<file path="config.mk">
export PLATFORM = sky130hd
export DESIGN_NAME = vga_scan_driver
export DESIGN_NICKNAME = d
export VERILOG_FILES = /design/src/rtl/vga_timing_pkg.sv /design/src/rtl/vga_scan_driver_scan_counter.sv /design/src/rtl/vga_scan_driver.sv
export SDC_FILE = /design/constraint.sdc
export NUM_CORES = 1
export LEC_CHECK = 0
export ABC_AREA = 1
export BUFFER_PORTS_ARGS = -buffer_cell sky130_fd_sc_hd__buf_4
export CELL_PAD_IN_SITES_DETAIL_PLACEMENT = 1
export CELL_PAD_IN_SITES_GLOBAL_PLACEMENT = 1
export CORE_MARGIN = 4
export CORE_UTILIZATION = 40
export CTS_BUF_LIST = sky130_fd_sc_hd__clkbuf_2
export CTS_CLUSTER_DIAMETER = 50
export CTS_CLUSTER_SIZE = 10
export DETAILED_ROUTE_END_ITERATION = 10
export HOLD_SLACK_MARGIN = 0.05
export PLACE_DENSITY = 0.85
export SYNTH_ARGS = -nofsm -noshare
export SYNTH_HDL_FRONTEND = slang
export SYNTH_SLANG_ARGS = --single-unit
</file>
<file path="constraint.sdc">
create_clock -name clk -period 1.8 [get_ports clk]
set_input_delay 0.27 -clock clk [delete_from_list [all_inputs] [get_ports clk]]
set_output_delay 0.27 -clock clk [all_outputs]
set_load 0.02 [all_outputs]
</file>
<file path="src/rtl/vga_timing_pkg.sv">
// vga_timing_pkg: 640x480@60 raster constants, sync windows and RGB field layout shared by the scan driver.
package vga_timing_pkg;

   localparam int CNT_W     = 16;
   localparam int CLK_DIV   = 4;
   localparam int H_VISIBLE = 640;
   localparam int H_FRONT   = 16;
   localparam int H_SYNC    = 96;
   localparam int H_BACK    = 48;
   localparam int V_VISIBLE = 480;
   localparam int V_FRONT   = 10;
   localparam int V_SYNC    = 2;
   localparam int V_BACK    = 33;

   localparam int H_TOTAL      = H_VISIBLE + H_FRONT + H_SYNC + H_BACK;
   localparam int V_TOTAL      = V_VISIBLE + V_FRONT + V_SYNC + V_BACK;
   localparam int H_SYNC_START = H_VISIBLE + H_FRONT;
   localparam int H_SYNC_END   = H_SYNC_START + H_SYNC;
   localparam int V_SYNC_START = V_VISIBLE + V_FRONT;
   localparam int V_SYNC_END   = V_SYNC_START + V_SYNC;

   localparam int R_MSB = 11;
   localparam int R_LSB = 8;
   localparam int G_MSB = 7;
   localparam int G_LSB = 4;
   localparam int B_MSB = 3;
   localparam int B_LSB = 0;

   typedef struct packed {
      logic [3:0] r;
      logic [3:0] g;
      logic [3:0] b;
   } rgb_t;

   function automatic rgb_t unpack_color(input logic [11:0] c);
      rgb_t v;
      v.r = c[R_MSB:R_LSB];
      v.g = c[G_MSB:G_LSB];
      v.b = c[B_MSB:B_LSB];
      return v;
   endfunction

endpackage

</file>
<file path="src/rtl/vga_scan_driver_scan_counter.sv">
// scan_counter: modulo-TOTAL counter with enable, terminal-count flag and [WIN_START, WIN_END) window decode.
module scan_counter #(
   parameter int W         = 16,
   parameter int TOTAL     = 800,
   parameter int WIN_START = 656,
   parameter int WIN_END   = 752
) (
   input  logic         clk,
   input  logic         reset,
   input  logic         en_i,
   output logic [W-1:0] cnt_o,
   output logic         wrap_o,
   output logic         in_win_o
);

   logic [W-1:0] cnt_q, cnt_d;

   assign wrap_o   = cnt_q == W'(TOTAL - 1);
   assign cnt_d    = !en_i ? cnt_q : wrap_o ? '0 : cnt_q + 1'b1;
   assign in_win_o = cnt_q >= W'(WIN_START) && cnt_q < W'(WIN_END);
   assign cnt_o    = cnt_q;

   always_ff @(posedge clk or negedge reset)
      if (!reset) cnt_q <= '0;
      else        cnt_q <= cnt_d;

endmodule

</file>
<file path="src/rtl/vga_scan_driver.sv">
// vga_scan_driver: VGA raster generator; issues pixel coordinates, captures the color reply and drives RGB/sync
// one pixel slot later so video and sync stay aligned.
module vga_scan_driver
   import vga_timing_pkg::*;
#(
   parameter int   CLK_DIV     = vga_timing_pkg::CLK_DIV,
   parameter int   H_VISIBLE   = vga_timing_pkg::H_VISIBLE,
   parameter int   H_FRONT     = vga_timing_pkg::H_FRONT,
   parameter int   H_SYNC      = vga_timing_pkg::H_SYNC,
   parameter int   H_BACK      = vga_timing_pkg::H_BACK,
   parameter int   V_VISIBLE   = vga_timing_pkg::V_VISIBLE,
   parameter int   V_FRONT     = vga_timing_pkg::V_FRONT,
   parameter int   V_SYNC      = vga_timing_pkg::V_SYNC,
   parameter int   V_BACK      = vga_timing_pkg::V_BACK,
   parameter logic SYNC_ACTIVE = 1'b0
) (
   input  logic               clk,
   input  logic               reset,
   input  logic [11:0]        color,
   output logic signed [15:0] pix_x,
   output logic signed [15:0] pix_y,
   output logic               visible,
   output logic [3:0]         vga_r,
   output logic [3:0]         vga_g,
   output logic [3:0]         vga_b,
   output logic               hsync,
   output logic               vsync,
   output logic               line_start,
   output logic               frame_start
);

   localparam int HT    = H_VISIBLE + H_FRONT + H_SYNC + H_BACK;
   localparam int VT    = V_VISIBLE + V_FRONT + V_SYNC + V_BACK;
   localparam int DIV_W = (CLK_DIV > 1) ? $clog2(CLK_DIV) : 1;

   logic [DIV_W-1:0] div_q, div_d;
   logic [CNT_W-1:0] h_cnt, v_cnt;
   logic             pix_ce, h_wrap, v_wrap, h_win, v_win;
   rgb_t             rgb_q, rgb_d;
   logic             hs_q, hs_d, vs_q, vs_d, line_q, line_d, frame_q, frame_d;

   assign pix_ce = div_q == DIV_W'(CLK_DIV - 1);
   assign div_d  = pix_ce ? '0 : div_q + 1'b1;

   scan_counter #(
      .W(CNT_W), .TOTAL(HT),
      .WIN_START(H_VISIBLE + H_FRONT), .WIN_END(H_VISIBLE + H_FRONT + H_SYNC)
   ) u_h (
      .clk(clk), .reset(reset), .en_i(pix_ce),
      .cnt_o(h_cnt), .wrap_o(h_wrap), .in_win_o(h_win)
   );

   scan_counter #(
      .W(CNT_W), .TOTAL(VT),
      .WIN_START(V_VISIBLE + V_FRONT), .WIN_END(V_VISIBLE + V_FRONT + V_SYNC)
   ) u_v (
      .clk(clk), .reset(reset), .en_i(pix_ce & h_wrap),
      .cnt_o(v_cnt), .wrap_o(v_wrap), .in_win_o(v_win)
   );

   assign pix_x   = $signed(h_cnt);
   assign pix_y   = $signed(v_cnt);
   assign visible = h_cnt < CNT_W'(H_VISIBLE) && v_cnt < CNT_W'(V_VISIBLE);

   // Blanking is applied at capture, so the registered RGB already carries the delayed visible.
   always_comb begin
      rgb_d   = pix_ce ? (visible ? unpack_color(color) : '0) : rgb_q;
      hs_d    = pix_ce ? (h_win ? SYNC_ACTIVE : ~SYNC_ACTIVE) : hs_q;
      vs_d    = pix_ce ? (v_win ? SYNC_ACTIVE : ~SYNC_ACTIVE) : vs_q;
      line_d  = pix_ce & h_wrap;
      frame_d = pix_ce & h_wrap & v_wrap;
   end

   always_ff @(posedge clk or negedge reset)
      if (!reset) begin
         div_q   <= '0;
         rgb_q   <= '0;
         hs_q    <= ~SYNC_ACTIVE;
         vs_q    <= ~SYNC_ACTIVE;
         line_q  <= 1'b0;
         frame_q <= 1'b0;
      end else begin
         div_q   <= div_d;
         rgb_q   <= rgb_d;
         hs_q    <= hs_d;
         vs_q    <= vs_d;
         line_q  <= line_d;
         frame_q <= frame_d;
      end

   assign vga_r       = rgb_q.r;
   assign vga_g       = rgb_q.g;
   assign vga_b       = rgb_q.b;
   assign hsync       = hs_q;
   assign vsync       = vs_q;
   assign line_start  = line_q;
   assign frame_start = frame_q;

endmodule

</file>
== Yosys cells after proc, flatten, opt, wreduce, memory -nomap -nowiden ==
Index checks and enable logic that the tools add are counted.

* Equality and inequality tests: 3
* Multiplexer cells: 6
* Add/sub/neg operators: 3
* Bitwise logic cells: 2
* $lt $le $gt $ge: 6
* Reductions and logical operators: 3

{| class="wikitable"
|+ Operators with widths
! cell !! number
|-
| 16-bit by 1-bit adder with 16-bit output (second input constant) || 2
|-
| 16-bit by 10-bit equality test with 1-bit output (second input constant) || 2
|-
| 16-bit by 10-bit less-than comparator with 1-bit output (second input constant) || 2
|-
| 16-bit by 9-bit less-than comparator with 1-bit output (second input constant) || 2
|-
| 16-bit two-way mux || 2
|-
| 16-bit by 10-bit >= comparator with 1-bit output (second input constant) || 1
|-
| 16-bit by 9-bit >= comparator with 1-bit output (second input constant) || 1
|-
| 12-bit two-way mux || 1
|-
| 1-bit logical AND || 3
|-
| 2-bit by 1-bit adder with 2-bit output (second input constant) || 1
|-
| 1-bit AND || 2
|-
| 2-bit equality test (second input constant) || 1
|-
| 1-bit two-way mux || 2
|-
| 2-bit two-way mux || 1
|}

* Bits of input ports: 14
* Output and inout port bits: 49
* Flip-flop bits (word level): 50

== Depth between registers and ports, before layout ==
* Depth in word-level cells: 3
* Gate-level depth with buffers: 9
* Mapped depth without buffers: 8

== By module ==
A second synthesis with hierarchy kept.

* Cells, all modules: 428
* Area total of the unflattened synthesis: 3,030.4 µm²

{| class="wikitable"
|+ Modules (own cells, without submodules)
! module !! cells each !! seq. area each (µm²) !! times used !! area an instance (µm²)
|-
| scan_counter (u_v) || 160 || 400.4 || 1 || 1,068.5
|-
| scan_counter (u_h) || 152 || 400.4 || 1 || 1,058.5
|-
| vga_scan_driver || 116 || 452.9 || 1 || 903.4
|}

== Worst setup path before layout ==
OpenSTA, ideal clock, no wires.

* Kind: flip-flop to output port
* From: register u_v.cnt_q[11] (netlist: u_v.cnt_o[11])
* To: output port visible
* Data arrival time: 1,301 ps
* Data required time: 1,530 ps
* Slack: 229 ps
* Cell stages (with the launch flop): 7
* Path through: dfrtp_1 -> nor2_2 -> nand2_1 -> nor3_1 -> nand2_1 -> buf_6 -> inv_1

* Cells in the longest elaborated chain, start to end: 2

{| class="wikitable"
|+ Ends and longest elaborated chain
! element !! RTL line !! source
|-
| from (decl) || vga_scan_driver_scan_counter.sv:16 || <nowiki>logic [W-1:0] cnt_q, cnt_d;</nowiki>
|-
| from (signal assigned) || vga_scan_driver_scan_counter.sv:25 || <nowiki>else cnt_q <= cnt_d;</nowiki>
|-
| 16-bit by 9-bit less-than comparator with 1-bit output || vga_scan_driver.sv:63 || <nowiki>assign visible = h_cnt < CNT_W'(H_VISIBLE) && v_cnt < CNT_W'(V_VISIBLE);</nowiki>
|-
| 1-bit logical AND || vga_scan_driver.sv:63 ||
|-
| to (decl) || vga_scan_driver.sv:22 || <nowiki>output logic visible,</nowiki>
|}

No other way between the ends.

== Worst setup path in the final report ==
* From: register u_h.cnt_q[15] (netlist: u_h.cnt_o[15])
* To: output port visible

* Cells in the longest elaborated chain, start to end: 2

{| class="wikitable"
|+ Ends and longest elaborated chain
! element !! RTL line
|-
| from (decl) || vga_scan_driver_scan_counter.sv:16
|-
| from (signal assigned) || vga_scan_driver_scan_counter.sv:25
|-
| 16-bit by 10-bit less-than comparator with 1-bit output || vga_scan_driver.sv:63
|-
| 1-bit logical AND || vga_scan_driver.sv:63
|}

No other way between the ends.

==> metrics.cfg <==
[synthesis]
synth.cell_area_mm2 = 0.00282
synth-seq-area-share_pct = 44.5
ys_top_cells_by_area = dfrtp_1 (43%), nand2_1 (16%), nor2_1 (6.0%)
yosysUniqueCellTypes = 31
yosys_warnings = 0
ys_seq_elements = 50
synth_top_area_share_pct = 42.6
netlist_instances = 376
syn_nets = 395
synth_top_area_cell = dfrtp_1
avgSynthCellArea_um2 = 7.49

[floorplan]
die_x_um = 91.9
core-area_mm2 = 0.00683
die_y_um = 91.9
die_area_mm2 = 0.00845
pin_count = 63
initial_core_util_pct = 41.2
rows = 30

[grt]
grtUsageMet1_pct = 30.5
met3_usage_pct = 3.69
use_met2_pct = 42.8
grt_max_degree = 51
grt_util_all_layers_pct = 24.4
grt_pass1_vias = 3250
overflow = 0
grt_pass1_wl_um = 16400
antenna_found_initial = 0
busiest_layer = met2

[placed_design]
place_area_mm2 = 0.00343
numPortBuffers = 62
dpl.cell_count = 536
place_congestion = 0.832
dpl.hpwl_um = 6230

[clock_tree]
tritoncts = built
cts-root-buf = clkbuf_2
clockBufferDepth = 2
cts_htree_levels = 2
cts_buffers = 5
cts_sinks = 50
insertion_delay_ps = 500
clkSlewWorstSetupHoldPaths_ps = 310

[cells_and_area]
final_area_mm2 = 0.00386
drive_gt1_share_pct = 31.7
area_growth_pct = 37.1
n_antenna_cell = 0
nNetsFinal = 500
stdcell_count = 578

[sta]
layout_setup_ws_ps = -191
setup_viol = 1
grt_setup_unrepaired = true
fin_worst_skew_ps = 33.3
fin_crit_sh_pct = 111
slew_headroom_pct = 56.5
finalCriticalPeriod_ps = 1990
hold_viol = 0
fmax_mhz = 502
tightest_slew_ps = 653
slew_viol_final = 0

[outcome]
failed_checks = negative setup slack
status = finished, violations left

[worst_setup_path]
crit_type = reg2out
end_kind = primary output
start_kind = flip-flop
path_max_fanout = 2
arrival_ps = 1720
cp_data_required_time_ps = 1530

[pwr]
ir_drop_v = 0.000376
cellPowerDensity_mw_per_mm2 = 502
p_leak_uw = 0.00192

[route]
routed_wl_um = 10100
drc = 0
drt_iter0_drc = 169
post_drt_via_cell_ratio = 5.12
via_count = 2958
avgRoutedWirePerCell_um = 17.4
ant_nets = 0
drt_pass1_iterations = 4

[min_path]
hp-class = in2async

[run]
drv_cap = 0

-- timing repair --
action | CTS | global route
endpoints found under the setup margin | 1 | 4
endpoints found under the hold margin | 60 | 0
gates resized for setup | 21 | 8
hold buffers | 13 | 0
pin swaps | 6 | 1
setup buffers | 19 | 2
-- through the flow --
stage | util (%) | hold slack, ps | worst slack (ps) | total power (µW) | setup TNS (ps)
2_1_floorplan | - | -25.6 | 229 | 1200 | 0
3_3_place_gp | 50.2 | 339 | 238 | 1270 | 0
3_5_place_dp | 50.2 | 342 | 210 | 1270 | 0
4_1_cts | 56.0 | 333 | -119 | 1930 | -119
5_1_grt | 56.5 | 341 | -258 | 2010 | -258
6_report | 56.5 | 298 | -191 | 1940 | -191
-- registers in the layout, summed over array words and instances (netlist names), 2 cells and up --
name,count
div_q,2
vga_r,4
vga_g,4
vga_b,4
u_h.cnt_o,16
u_v.cnt_o,16
-- metal layers --
layer,up-vias,part of all wire [%],routed length [µm]
li1,1392,-,-
met1,1462,43,4300
met2,79,51,5150
met3,25,3.8,387
met4,0,2.1,212
met5,-,0,0
-- where the power goes --
group | switching [µW] | internal [µW] | total (µW)
clock | 423 | 238 | 661
sequential | 8.32 | 1140 | 1150
combinational | 66.3 | 61.4 | 128
total | 498 | 1440 | 1940
-- synthesized netlist by cell type --
| cell | number |
|---|---|
| xor2_1 | 8 |
| o21ai_0 | 7 |
| nand3_2 | 1 |
| dfrtp_1 | 48 |
| nor3_1 | 9 |
| a21oi_1 | 2 |
| inv_1 | 39 |
| and2_1 | 1 |
| nor2_4 | 3 |
| o21ai_1 | 12 |
| nor2_2 | 3 |
| nor3_2 | 2 |
| nand4_1 | 10 |
| buf_4 | 1 |
| o21bai_1 | 1 |
| nand2_2 | 2 |
| clkbuf_1 | 3 |
| nor2_1 | 45 |
| o21ai_2 | 9 |
| ha_1 | 5 |
| dfstp_2 | 2 |
| clkinv_2 | 2 |
| buf_6 | 2 |
| xnor2_1 | 3 |
| nand3b_1 | 1 |
| nand3_1 | 29 |
| nand2_1 | 119 |
| nor3b_1 | 1 |
| inv_2 | 1 |
| nor4_1 | 1 |
| buf_2 | 4 |
-- final timing paths --
path                       slack (ps)  depth (start not counted)           from             to
setup / recovery                 -190                          6  u_h.cnt_o[15]        visible
hold / removal                    300                          2          reset   u_h.cnt_o[9]
setup reg to reg                  100                          7   u_h.cnt_o[1]  u_v.cnt_o[12]
hold reg to reg                   500                          1       div_q[0]       div_q[0]
max in group asynchronous         990                          2          reset  u_v.cnt_o[12]
min in group clk                  500                          1       div_q[0]       div_q[0]
-- critical path, cell delays in order, from the launching register on --
cell,delay (ps)
dfrtp_1,480
nor2_2,190
nand3_2,130
nor3_4,130
nand2_1,100
inv_1,80
buf_6,120
-- cells by family after synthesis --
family                     after synthesis  share of synthesized area, %
AOI/OAI and AO/OA                       31                          6.80
xor gates and xnor gates                11                          3.42
adders and majority gates                5                          2.22
buffers and inverters                   52                          7.86
DFF                                     50                          44.5
and+or+nand+nor                        227                          35.2
-- layout make-up --
type / count / area [µm²]
Fill cell: 877 / 2970
Multi-Input combinational cell: 274 / 1390
Sequential cell: 50 / 1260
Timing Repair Buffer: 108 / 847
Inverter: 42 / 168
Tap cell: 96 / 120
Clock inverter: 3 / 43.8
Clock buffer: 5 / 25.0
-- layout by cell type (no fill, tap or decap), drive strengths merged, types with 8 or more instances in the layout --
master         n
buf           95
o21ai         28
inv           40
nand2        121
xor2           8
nand3         30
dfrtp         48
nor3          11
nand4         10
nor2          51
dlygate4sd3   13
(Power assumes the default switching activity.)
